[src/rtl/servo_pkg.sv]
// Shared servo timing defaults and state encoding, used by the PWM generator
// and the motion controller.
package servo_pkg;

  localparam logic [1:0] ENC_IDLE = 2'd0;
  localparam logic [1:0] ENC_HIGH = 2'd1;
  localparam logic [1:0] ENC_LOW  = 2'd2;

  typedef enum logic [1:0] {
    ST_IDLE = ENC_IDLE,
    ST_HIGH = ENC_HIGH,
    ST_LOW  = ENC_LOW
  } servo_state_e;

  // 4 us tick, 1 ms minimum pulse, 20 ms frame at 50 MHz
  localparam int unsigned SERVO_CLK_DIV     = 200;
  localparam int unsigned SERVO_BASE_TICKS  = 250;
  localparam int unsigned SERVO_FRAME_TICKS = 5000;
  localparam int unsigned SERVO_CNT_W       = 13;
  localparam int unsigned SERVO_RATIO_W     = 8;

endpackage

[src/rtl/tick_prescaler.sv]
// Divides the clock by CLK_DIV and emits a one-clock tick on the last count.
// A synchronous clear holds the counter at 0.
module tick_prescaler #(
  parameter int unsigned CLK_DIV = 200
) (
  input  logic clk_i,
  input  logic rst_ni,
  input  logic clear_i,
  output logic tick_o
);

  localparam int unsigned DIV_EFF = (CLK_DIV < 1) ? 1 : CLK_DIV;
  localparam int unsigned PW      = (DIV_EFF > 1) ? $clog2(DIV_EFF) : 1;
  localparam logic [PW-1:0] LAST  = PW'(DIV_EFF - 1);

  logic [PW-1:0] cnt_q, cnt_d;

  assign tick_o = (cnt_q == LAST);

  always_comb begin
    cnt_d = cnt_q;
    if (clear_i || (cnt_q == LAST)) begin
      cnt_d = '0;
    end else begin
      cnt_d = cnt_q + PW'(1);
    end
  end

  always_ff @(posedge clk_i or negedge rst_ni) begin
    if (!rst_ni) begin
      cnt_q <= '0;
    end else begin
      cnt_q <= cnt_d;
    end
  end

endmodule

[src/rtl/servo_pwm_gen.sv]
// Servo-frame PWM generator: BASE_TICKS + ratio ticks high inside a FRAME_TICKS
// frame, ratio double-buffered at frame boundaries, pwm_done once per frame.
module servo_pwm_gen
  import servo_pkg::*;
#(
  parameter int unsigned CLK_DIV     = SERVO_CLK_DIV,
  parameter int unsigned BASE_TICKS  = SERVO_BASE_TICKS,
  parameter int unsigned FRAME_TICKS = SERVO_FRAME_TICKS,
  parameter int unsigned CNT_W       = SERVO_CNT_W
) (
  input  logic                     clock,
  input  logic                     reset_n,
  input  logic                     pwm_enable,
  input  logic [SERVO_RATIO_W-1:0] pwm_ratio,
  input  logic                     pwm_update,
  output logic                     pwm_done,
  output logic                     pwm_signal
);

  localparam int unsigned SUM_W = CNT_W + SERVO_RATIO_W + 1;
  typedef logic [SUM_W-1:0] sum_t;

  localparam logic [CNT_W-1:0] FRAME_LAST = CNT_W'(FRAME_TICKS - 1);

  // Wide add so the sum never wraps; clamped to leave at least one low tick
  // and at least one high tick per frame.
  function automatic logic [CNT_W-1:0] clamp_high_len(input logic [SERVO_RATIO_W-1:0] ratio);
    sum_t sum;
    sum = sum_t'(BASE_TICKS) + sum_t'(ratio);
    if (sum > sum_t'(FRAME_TICKS - 1)) begin
      sum = sum_t'(FRAME_TICKS - 1);
    end
    if (sum == '0) begin
      sum = sum_t'(1);
    end
    return sum[CNT_W-1:0];
  endfunction

  servo_state_e             state_q, state_d;
  logic [CNT_W-1:0]         frame_cnt_q, frame_cnt_d;
  logic [SERVO_RATIO_W-1:0] shadow_q, shadow_d;
  logic                     sig_q, sig_d;
  logic                     done_q, done_d;

  logic                     tick;
  logic                     presc_clr;
  logic [CNT_W-1:0]         high_last;
  logic                     frame_end;
  logic [CNT_W-1:0]         frame_cnt_adv;

  assign presc_clr = !pwm_enable || !((state_q == ST_HIGH) || (state_q == ST_LOW));

  tick_prescaler #(
    .CLK_DIV (CLK_DIV)
  ) u_prescaler (
    .clk_i   (clock),
    .rst_ni  (reset_n),
    .clear_i (presc_clr),
    .tick_o  (tick)
  );

  assign high_last     = clamp_high_len(shadow_q) - CNT_W'(1);
  assign frame_end     = tick && (frame_cnt_q == FRAME_LAST);
  assign frame_cnt_adv = (frame_cnt_q == FRAME_LAST) ? '0 : frame_cnt_q + CNT_W'(1);

  always_comb begin
    state_d     = state_q;
    frame_cnt_d = frame_cnt_q;
    shadow_d    = shadow_q;
    done_d      = 1'b0;

    unique case (state_q)
      ST_IDLE: begin
        frame_cnt_d = '0;
        if (pwm_enable) begin
          shadow_d = pwm_ratio;
          state_d  = ST_HIGH;
        end
      end
      ST_HIGH: begin
        if (tick) begin
          frame_cnt_d = frame_cnt_adv;
          if (frame_cnt_q == high_last) begin
            state_d = ST_LOW;
          end
        end
      end
      ST_LOW: begin
        if (tick) begin
          frame_cnt_d = frame_cnt_adv;
        end
        if (frame_end) begin
          done_d  = 1'b1;
          state_d = ST_HIGH;
          if (pwm_update) begin
            shadow_d = pwm_ratio;
          end
        end
      end
      default: begin
        state_d     = ST_IDLE;
        frame_cnt_d = '0;
      end
    endcase

    // Disable overrides everything, including a coincident frame end.
    if (!pwm_enable) begin
      state_d     = ST_IDLE;
      frame_cnt_d = '0;
      shadow_d    = shadow_q;
      done_d      = 1'b0;
    end

    sig_d = (state_d == ST_HIGH);
  end

  always_ff @(posedge clock or negedge reset_n) begin
    if (!reset_n) begin
      state_q     <= ST_IDLE;
      frame_cnt_q <= '0;
      shadow_q    <= '0;
      sig_q       <= 1'b0;
      done_q      <= 1'b0;
    end else begin
      state_q     <= state_d;
      frame_cnt_q <= frame_cnt_d;
      shadow_q    <= shadow_d;
      sig_q       <= sig_d;
      done_q      <= done_d;
    end
  end

  assign pwm_signal = sig_q;
  assign pwm_done   = done_q;

endmodule

[config.mk]
export PLATFORM = sky130hd
export DESIGN_NAME = servo_pwm_gen
export DESIGN_NICKNAME = d
export VERILOG_FILES = /design/src/rtl/servo_pkg.sv /design/src/rtl/tick_prescaler.sv /design/src/rtl/servo_pwm_gen.sv
export SDC_FILE = /design/constraint.sdc
export NUM_CORES = 1
export LEC_CHECK = 0
export BUFFER_PORTS_ARGS = -buffer_cell sky130_fd_sc_hd__buf_2
export CORE_ASPECT_RATIO = 0.6
export CORE_MARGIN = 2
export CORE_UTILIZATION = 54
export DETAILED_ROUTE_END_ITERATION = 16
export PLACE_DENSITY = 0.72
export SYNTH_ARGS = -nofsm -noshare
export SYNTH_HDL_FRONTEND = slang
export SYNTH_SLANG_ARGS = --single-unit
export TNS_END_PERCENT = 10
[constraint.sdc]
create_clock -name clock -period 3.4 [get_ports clock]
set_clock_uncertainty 0.2 [all_clocks]
set_input_delay 0.17 -clock clock [delete_from_list [all_inputs] [get_ports clock]]
set_output_delay 0.17 -clock clock [all_outputs]
set_load 0.005 [all_outputs]
Word-level counts from Yosys, hierarchy flattened. Index checks and enable logic that the tools add are counted. W data, S select, Z words.

Equality and inequality tests: 9. Reductions and logical operators: 11. $lt $le $gt $ge: 1. Muxes and demuxes: 18. $add $sub $neg: 4.

Operator list (number): $mux W13 (6); $mux W8 (3); $logic_not A22 Y1 (1); $pmux W8 S2 (1); $add A13 B1 Y13 const B (1); $eq A13 B13 Y1 (1); $eq A13 B13 Y1 const B (1); $gt A9 B13 Y1 const B (1); $sub A13 B1 Y13 const B (1); $add A8 B8 Y9 const A (1); $add A8 B1 Y8 const B (1); $eq A8 B8 Y1 const B (1); $mux W2 (4); $pmux W2 S3 (1); $eq A2 B1 Y1 const B (2); $ne A2 B2 Y1 const B (2); $reduce_and A4 Y1 (1); $logic_or A1 B1 Y1 (3); $mux W1 (3); $ne A3 B2 Y1 const B (1); $eq A2 B2 Y1 const B (1); $logic_not A1 Y1 (2); $logic_not A2 Y1 (1); $reduce_bool A2 Y1 (1); other kinds (2) (2).

Output and inout port bits: 2. Bits of input ports: 12. Bits in registers: 33. Word-level logic and storage cells: 49.

Logic depth before layout (Yosys ltp). Gate-level depths: netlist (run 1).

Word-level depth: 12. Depth in mapped cells: 9. Mapped depth without buffers: 8.

Hierarchy. Synthesis (run 1) repeated with hierarchy kept, for this count alone.

Cells, all modules: 221. Area total of the unflattened synthesis: 2135.8 um^2.

By module, submodules not included: servo_pwm_gen (cells each 181, sequential area each 625.6 um^2, instances 1, area each 1725.4 um^2); tick_prescaler (cells each 40, sequential area each 200.2 um^2, instances 1, area each 410.4 um^2).

Worst setup path before layout (run 1). Ideal clock, no wire load.

Path type: reg-to-reg. Start: register shadow_q[1]. End: register sig_q, in the netlist pwm_signal. Cell stages (with the launch flop): 9. Clock period less this slack: 2393 ps. Setup time: 137 ps. Buffers on the path: 1. Arrival: 2056 ps. Setup slack: 1007 ps. Data required time: 3063 ps. Cell sequence: dfrtp_1 > ha_1 > nor2b_1 > clkbuf_1 > nand3_1 > mux2_1 > a32oi_1 > nor4b_4 > a211oi_1.

Cells in the longest elaborated chain, start to end: 12.

RTL lines: start: declaration (RTL line servo_pwm_gen.sv:41) `logic [SERVO_RATIO_W-1:0] shadow_q, shadow_d;`; start signal: assignment (RTL line servo_pwm_gen.sv:127) `shadow_q <= shadow_d;`; $add A8 B8 Y9 (*) (RTL line servo_pwm_gen.sv:29) `sum = sum_t'(BASE_TICKS) + sum_t'(ratio);`; $gt A9 B13 Y1 (RTL line servo_pwm_gen.sv:30) `if (sum > sum_t'(FRAME_TICKS - 1)) begin`; $mux W13 (*) (RTL line servo_pwm_gen.sv:30); $logic_not A22 Y1 (RTL line servo_pwm_gen.sv:33) `if (sum == '0) begin`; $mux W13 (*) (RTL line servo_pwm_gen.sv:33); $sub A13 B1 Y13 (*) (RTL line servo_pwm_gen.sv:62) `assign high_last = clamp_high_len(shadow_q) - CNT_W'(1);`; $eq A13 B13 Y1 (*) (RTL line servo_pwm_gen.sv:83) `if (frame_cnt_q == high_last) begin`; $mux W2 (*) (RTL line servo_pwm_gen.sv:83); $mux W2 (*) (RTL line servo_pwm_gen.sv:81) `if (tick) begin`; $pmux W2 S3 (*) (RTL line servo_pwm_gen.sv:72) `unique case (state_q)`; $mux W2 (*) (RTL line servo_pwm_gen.sv:107) `if (!pwm_enable) begin`; $eq A2 B1 Y1 (*) (RTL line servo_pwm_gen.sv:114) `sig_d = (state_d == ST_HIGH);`; via sig_d (RTL line servo_pwm_gen.sv:42) `logic sig_q, sig_d;`; end signal: assignment (RTL line servo_pwm_gen.sv:128) `sig_q <= sig_d;`; end: declaration (RTL line servo_pwm_gen.sv:42).

Mark *: on every way through the listed nets, which the timed path passes. The rest lies on a longest branch. A chain may end at the register's enable or synchronous reset.

Worst setup path after layout (run 1).
Start: register shadow_q[2]. End: register sig_q, in the netlist pwm_signal.

The elaborated chain is that of the path after synthesis.

==> results of run 1 <==
path summary, 6_finish.rpt:
kind / startpoint / to / cells past startpoint
min in group clock: frame_cnt_q[12] / frame_cnt_q[12] / 1
hold reg to reg: frame_cnt_q[12] / frame_cnt_q[12] / 1
setup reg to reg: shadow_q[2] / pwm_signal / 7
setup / recovery: shadow_q[2] / pwm_signal / 7
max in group asynchronous: reset_n / frame_cnt_q[10] / 2
hold / removal: reset_n / u_prescaler.cnt_q[3] / 2
sequential cells by signal, indices dropped and copies added (netlist names):
signal,count
pwm_done,1
frame_cnt_q,13
shadow_q,8
state_q,2
pwm_signal,1
u_prescaler.cnt_q,8
worst max-delay path, cell delays in order (launching register included):
cell and delay, ps:
dfrtp_1 530, ha_1 360, xor2_2 350, nand3_1 130
mux2_1 330, a32oi_1 280, nor4b_4 330, a211oi_1 120
area by class of cell:
cell class	instances	area, µm²
Inverter	6	22.5
Tap cell	47	58.8
Clock buffer	7	96.3
Timing Repair Buffer	24	173
Multi-Input combinational cell	185	1290
Fill cell	297	1300
Sequential cell	33	826
Clock inverter	1	5.00
power breakdown:
part | leakage [nW] | internal [mW] | switching, mW | total, mW
Combinational | 0.579 | 0.0976 | 0.104 | 0.201
Sequential | 0.439 | 0.409 | 0.0409 | 0.450
Clock | 0.0542 | 0.183 | 0.147 | 0.329
Total | 1.07 | 0.690 | 0.291 | 0.981
per-stage QoR:
stage | hold WS (ps) | area [µm²] | total power, mW
detailed placement | 82.2 | 2270 | 0.648
CTS | 311 | 2470 | 0.985
global placement | 84.8 | 2270 | 0.647
finish | 275 | 2470 | 0.981
floorplan | -326 | 2180 | 0.597
global route | 361 | 2470 | 1.03
logic make-up after synthesis:
| kind of cell | synth area share [%] |
|---|---|
| simple gates | 24.6 |
| compound gates | 17.3 |
| flops | 37.9 |
| xor+xnor | 7.86 |
| buf+inv | 3.04 |
| mux | 4.65 |
| fa+ha+maj | 4.59 |
metal layers:
| layer | track usage (%) | share of wire (%) | vias up |
|---|---|---|---|
| met5 | 0 | 0 | - |
| met4 | 7.14 | 1.2 | 0 |
| met3 | 5.15 | 5.5 | 7 |
| met2 | 30.1 | 37 | 38 |
| met1 | 38.9 | 56 | 830 |
| li1 | - | - | 906 |
synthesized netlist by cell type, types with 3 or more instances:
cell      count  area share, %
mux2_2        8            4.1
o31ai_1       4            1.4
xor2_1        7            2.8
dfrtp_1      33             38
nor2b_1       5            1.4
nor3_1        5            1.1
xnor2_1       8            3.2
nor2_1       16            2.8
ha_1          8            4.6
a21o_1        4            1.4
clkbuf_1      9            1.5
nand2_1      16            2.8
o21ai_0      17            3.9
inv_1         6            1.0
and3_1        9            2.6
nand3_1      19            4.4
a21oi_1      12            2.8
nand4_1       3           0.86
what timing repair did:
item,4_1_cts,5_1_grt
endpoints found under the hold margin,42,0
hold buffers,10,0
gates resized for setup,0,0
==> metrics.yaml, run 1 <==
outcome: "finished clean"
core-area_um2: 3760
syn-num-nets: 255
antenna_found_initial: 0
wire_per_inst_um: 15.5
ys.flop_type: "dfrtp_1"
grt_use_total_pct: 23.9
maxSlewHeadroom_pct: 51.0
maxCapViolCount: 0
max_freq_mhz: 361
start_util_pct: 57.9
num_antenna_cells: 0
cts_root_buf: "clkbuf_8"
synth_cell_types: 53
firstDrtPassIters: 4
hpwl_um: 3480
port_buffers: 13
ys_warn_count: 0
post-route-min-period_ps: 2770
path_class: "reg -> reg"
power.density_nw_per_um2: 398
synth_edf_count: 0
wirelength_um: 4710
drive_above_1_share_pct: 14.8
areaGrowthSynthToFinish_pct: 13.3
arrival_ps: 2720
ir_worst_vdd_mv: 0.287
ant_nets: 0
rsz0062_at_grt: "false"
fp.dieW_um: 86.0
ys_ff_latch: 33
mostFrequentLayoutCell: "dfrtp_1"
fin_nets: 275
final_util_pct: 65.6
postCtsSetupRepairBufs: 0
ios: 14
avgSynthCellArea_um2: 9.27
htree_levels: 2
numCtsBuffers: 5
period_share_pct: 81.4
hold_viol_final: 0
syn_inst: 235
grt_max_degree: 34
maxSlewViolCount: 0
critPathCaptureType: "register"
grt_pass1_vias: 1643
ys_seq_area_share_pct: 37.9
setup_tns_ps: 0
clkLatencyLatePin_ps: 290
layoutNonFillerInstCount: 303
die_y_um: 53.2
worstMarginPinSlew_ps: 735
cp.required_ps: 3360
clock-sinks: 33
syn_area_um2: 2180
cts_tree: "yes"
dp.cells: 285
die_area_um2: 4580
place_congestion: 1.01
crit_fanout: 10
vias: 1781
setup_viol: 0
clk_path_buf_depth: 2
dpl_worst_slack_ps: 678
async_reset_ff_share_pct: 100
route.detailed.drc: 0
timing.final.ws_setup_ps: 633
mostFrequentLayoutCells: "dfrtp_1 (33), nand3_1 (19), o21ai_0 (17)"
via_per_inst: 5.88
p_leak_nw: 1.07
ff2ff_setup_slack_ps: 630
grt_overflow: 0
cp-start-kind: "register"
hold_path_class: "in -> async"
rows: 17
cts.clk_slew.worst_paths_ps: 70
grt_pass1_wl_um: 8150
drt_iter0_markers: 178
No activity file was read; power rests on OpenSTA's default activity.
==> run 2, diff against run 1 <==
--- a/config.mk
+++ b/config.mk
@@ -10,7 +10,7 @@
 export CORE_MARGIN = 2
 export CORE_UTILIZATION = 54
 export DETAILED_ROUTE_END_ITERATION = 16
-export PLACE_DENSITY = 0.72
+export PLACE_DENSITY = 0.75
 export SYNTH_ARGS = -nofsm -noshare
 export SYNTH_HDL_FRONTEND = slang
 export SYNTH_SLANG_ARGS = --single-unit
==> constraint.sdc (replaced) <==
create_clock -name clock -period 2.52 [get_ports clock]
set_clock_uncertainty 0.2 [all_clocks]
set_input_delay 0.126 -clock clock [delete_from_list [all_inputs] [get_ports clock]]
set_output_delay 0.126 -clock clock [all_outputs]
set_load 0.005 [all_outputs]
==> metrics.yaml, run 2 (same netlist as run 1, synthesis figures left out) <==
outcome: "complete, but fails checks"
violations: "setup timing"
firstDrtPassIters: 4  # unchanged
rsz0062_at_grt: "true"
p_leak_nw: 1.17  # +9.1%
crit_slowest_cell: "dfrtp_1"
die_area_um2: 4580  # unchanged
via_per_inst: 6.10  # +3.8%
clkLatencyLatePin_ps: 290  # about the same
dp.cells: 304  # +6.7%
setup_tns_ps: -64.4  # -64.4 ps
ant_nets: 0  # unchanged
max_freq_mhz: 391  # +8.2%
clk_path_buf_depth: 2  # unchanged
setup_viol: 3  # +3
cp.buffers_inverters: 2  # +2
post-route-min-period_ps: 2560  # -209 ps
crit_chain: "buf_6 -> ha_4 -> buf_6 -> nor3b_4 -> o21ai_2 -> a211oi_2 -> xnor2_2 -> nor4b_4 -> a21oi_1"
dpl_worst_slack_ps: -20.7  # -698 ps
drt_iter0_markers: 182  # +2.2%
rows: 17  # unchanged
grt_max_degree: 34  # unchanged
grt_overflow: 0  # unchanged
start_util_pct: 57.9  # unchanged
worstMarginPinSlew_ps: 757  # +22.7 ps
fin_nets: 295  # +7.3%
vias: 1971  # +11%
grt_pass1_vias: 1700  # +3.5%
numCtsBuffers: 5  # unchanged
hold_viol_final: 0  # unchanged
cp-start-kind: "register"
cts_root_buf: "clkbuf_8"
maxCapViolCount: 0  # unchanged
biggestRegsByFlops: "frame_cnt_q x13, shadow_q x8, u_prescaler.cnt_q x8"
core-area_um2: 3760  # unchanged
drive_above_1_share_pct: 23.6  # +8.7 points
maxSlewViolCount: 0  # unchanged
power.density_nw_per_um2: 515  # +30%
critPathCaptureType: "register"
hpwl_um: 3820  # +9.7%
regMostFlops: "frame_cnt_q"
layoutNonFillerInstCount: 323  # +6.6%
period_share_pct: 101  # +20 points
crit_cells: 9  # +2
critPathMaxStageDelay_ps: 390  # -140 ps
timing.final.ws_setup_ps: -37.6  # -671 ps
final_util_pct: 70.8  # +5.3 points
num_antenna_cells: 0  # unchanged
p_total_mw: 1.37  # +40%
crit_fanout: 5  # -5
cp_common_cell: "buf_6"
antenna_found_initial: 0  # unchanged
wirelength_um: 5450  # +16%
design_area_um2: 2670  # +8.0%
placed_area_um2: 2410  # +6.3%
wire_per_inst_um: 16.9  # +8.6%
cp.required_ps: 2480  # -880 ps
cts.clk_slew.worst_paths_ps: 70  # about the same
startpoint: "shadow_q[1]"
route.detailed.drc: 0  # unchanged
fp.dieW_um: 86.0  # unchanged
holdWs_ps: 246  # -28.6 ps
largest_reg_flops: 13  # unchanged
clock-sinks: 33  # unchanged
grt_use_total_pct: 25.4  # +1.5 points
path_class: "reg -> reg"
ir_worst_vdd_mv: 0.463  # +61%
port_buffers: 13  # unchanged
crit_family: "simple AND/OR/NAND/NOR gates"
areaGrowthSynthToFinish_pct: 22.3
arrival_ps: 2520  # -200 ps
cts_tree: "yes"
r2r_start: "shadow_q[1]"
maxSlewHeadroom_pct: 49.5  # -1.5 points
hold_path_class: "in -> async"
place_congestion: 0.851  # -15%
htree_levels: 2  # unchanged
ios: 14  # unchanged
mostFrequentLayoutCell: "dfrtp_1"
grt_pass1_wl_um: 8560  # +5.0%
mostFrequentLayoutCells: "dfrtp_1 (33), nand3_1 (19), buf_4 (19)"
die_y_um: 53.2  # unchanged
worst_r2r_path_depth: 9  # +2
## run 2: area by class of cell
| class | instances | area, µm² |
|---|---|---|
| fillers | 279 | 1100 |
| clock buffers | 5 | 68.8 |
| flip-flops and latches | 33 | 826 |
| multi-input cells | 185 | 1340 |
| clock inverters | 3 | 17.5 |
| repair buffers | 44 | 330 |
| inverters | 6 | 22.5 |
| well taps | 47 | 58.8 |
## run 2: path summary, 6_finish.rpt
check	to	slack [ps]
hold reg to reg	frame_cnt_q[12]	310
min in group clock	frame_cnt_q[12]	310
max in group asynchronous	frame_cnt_q[10]	1390
hold / removal	state_q[1]	250
setup / recovery	state_q[0]	-40
setup reg to reg	state_q[0]	-40
## run 2: routing by layer
metal	vias up	wire length [µm]	global-route usage [%]
met5	-	0	0
met4	0	45	7.67
met3	4	322	5.93
met2	78	2310	35.8
met1	943	2780	38.3
li1	946	-	-
## run 2: repair_timing
action | in CTS | in global routing
setup endpoints to repair | 3 | 3
gates cloned | 0 | 0
resized for setup | 4 | 7
hold buffers | 10 | 0
setup buffers | 0 | 1
endpoints found under the hold margin | 43 | 0
pin swaps | 2 | 9
## run 2: report_power, final
group / leakage (nW) / switching [mW] / internal, mW
sequential: 0.439 / 0.0368 / 0.553
combinational: 0.688 / 0.197 / 0.192
clock: 0.0439 / 0.205 / 0.191
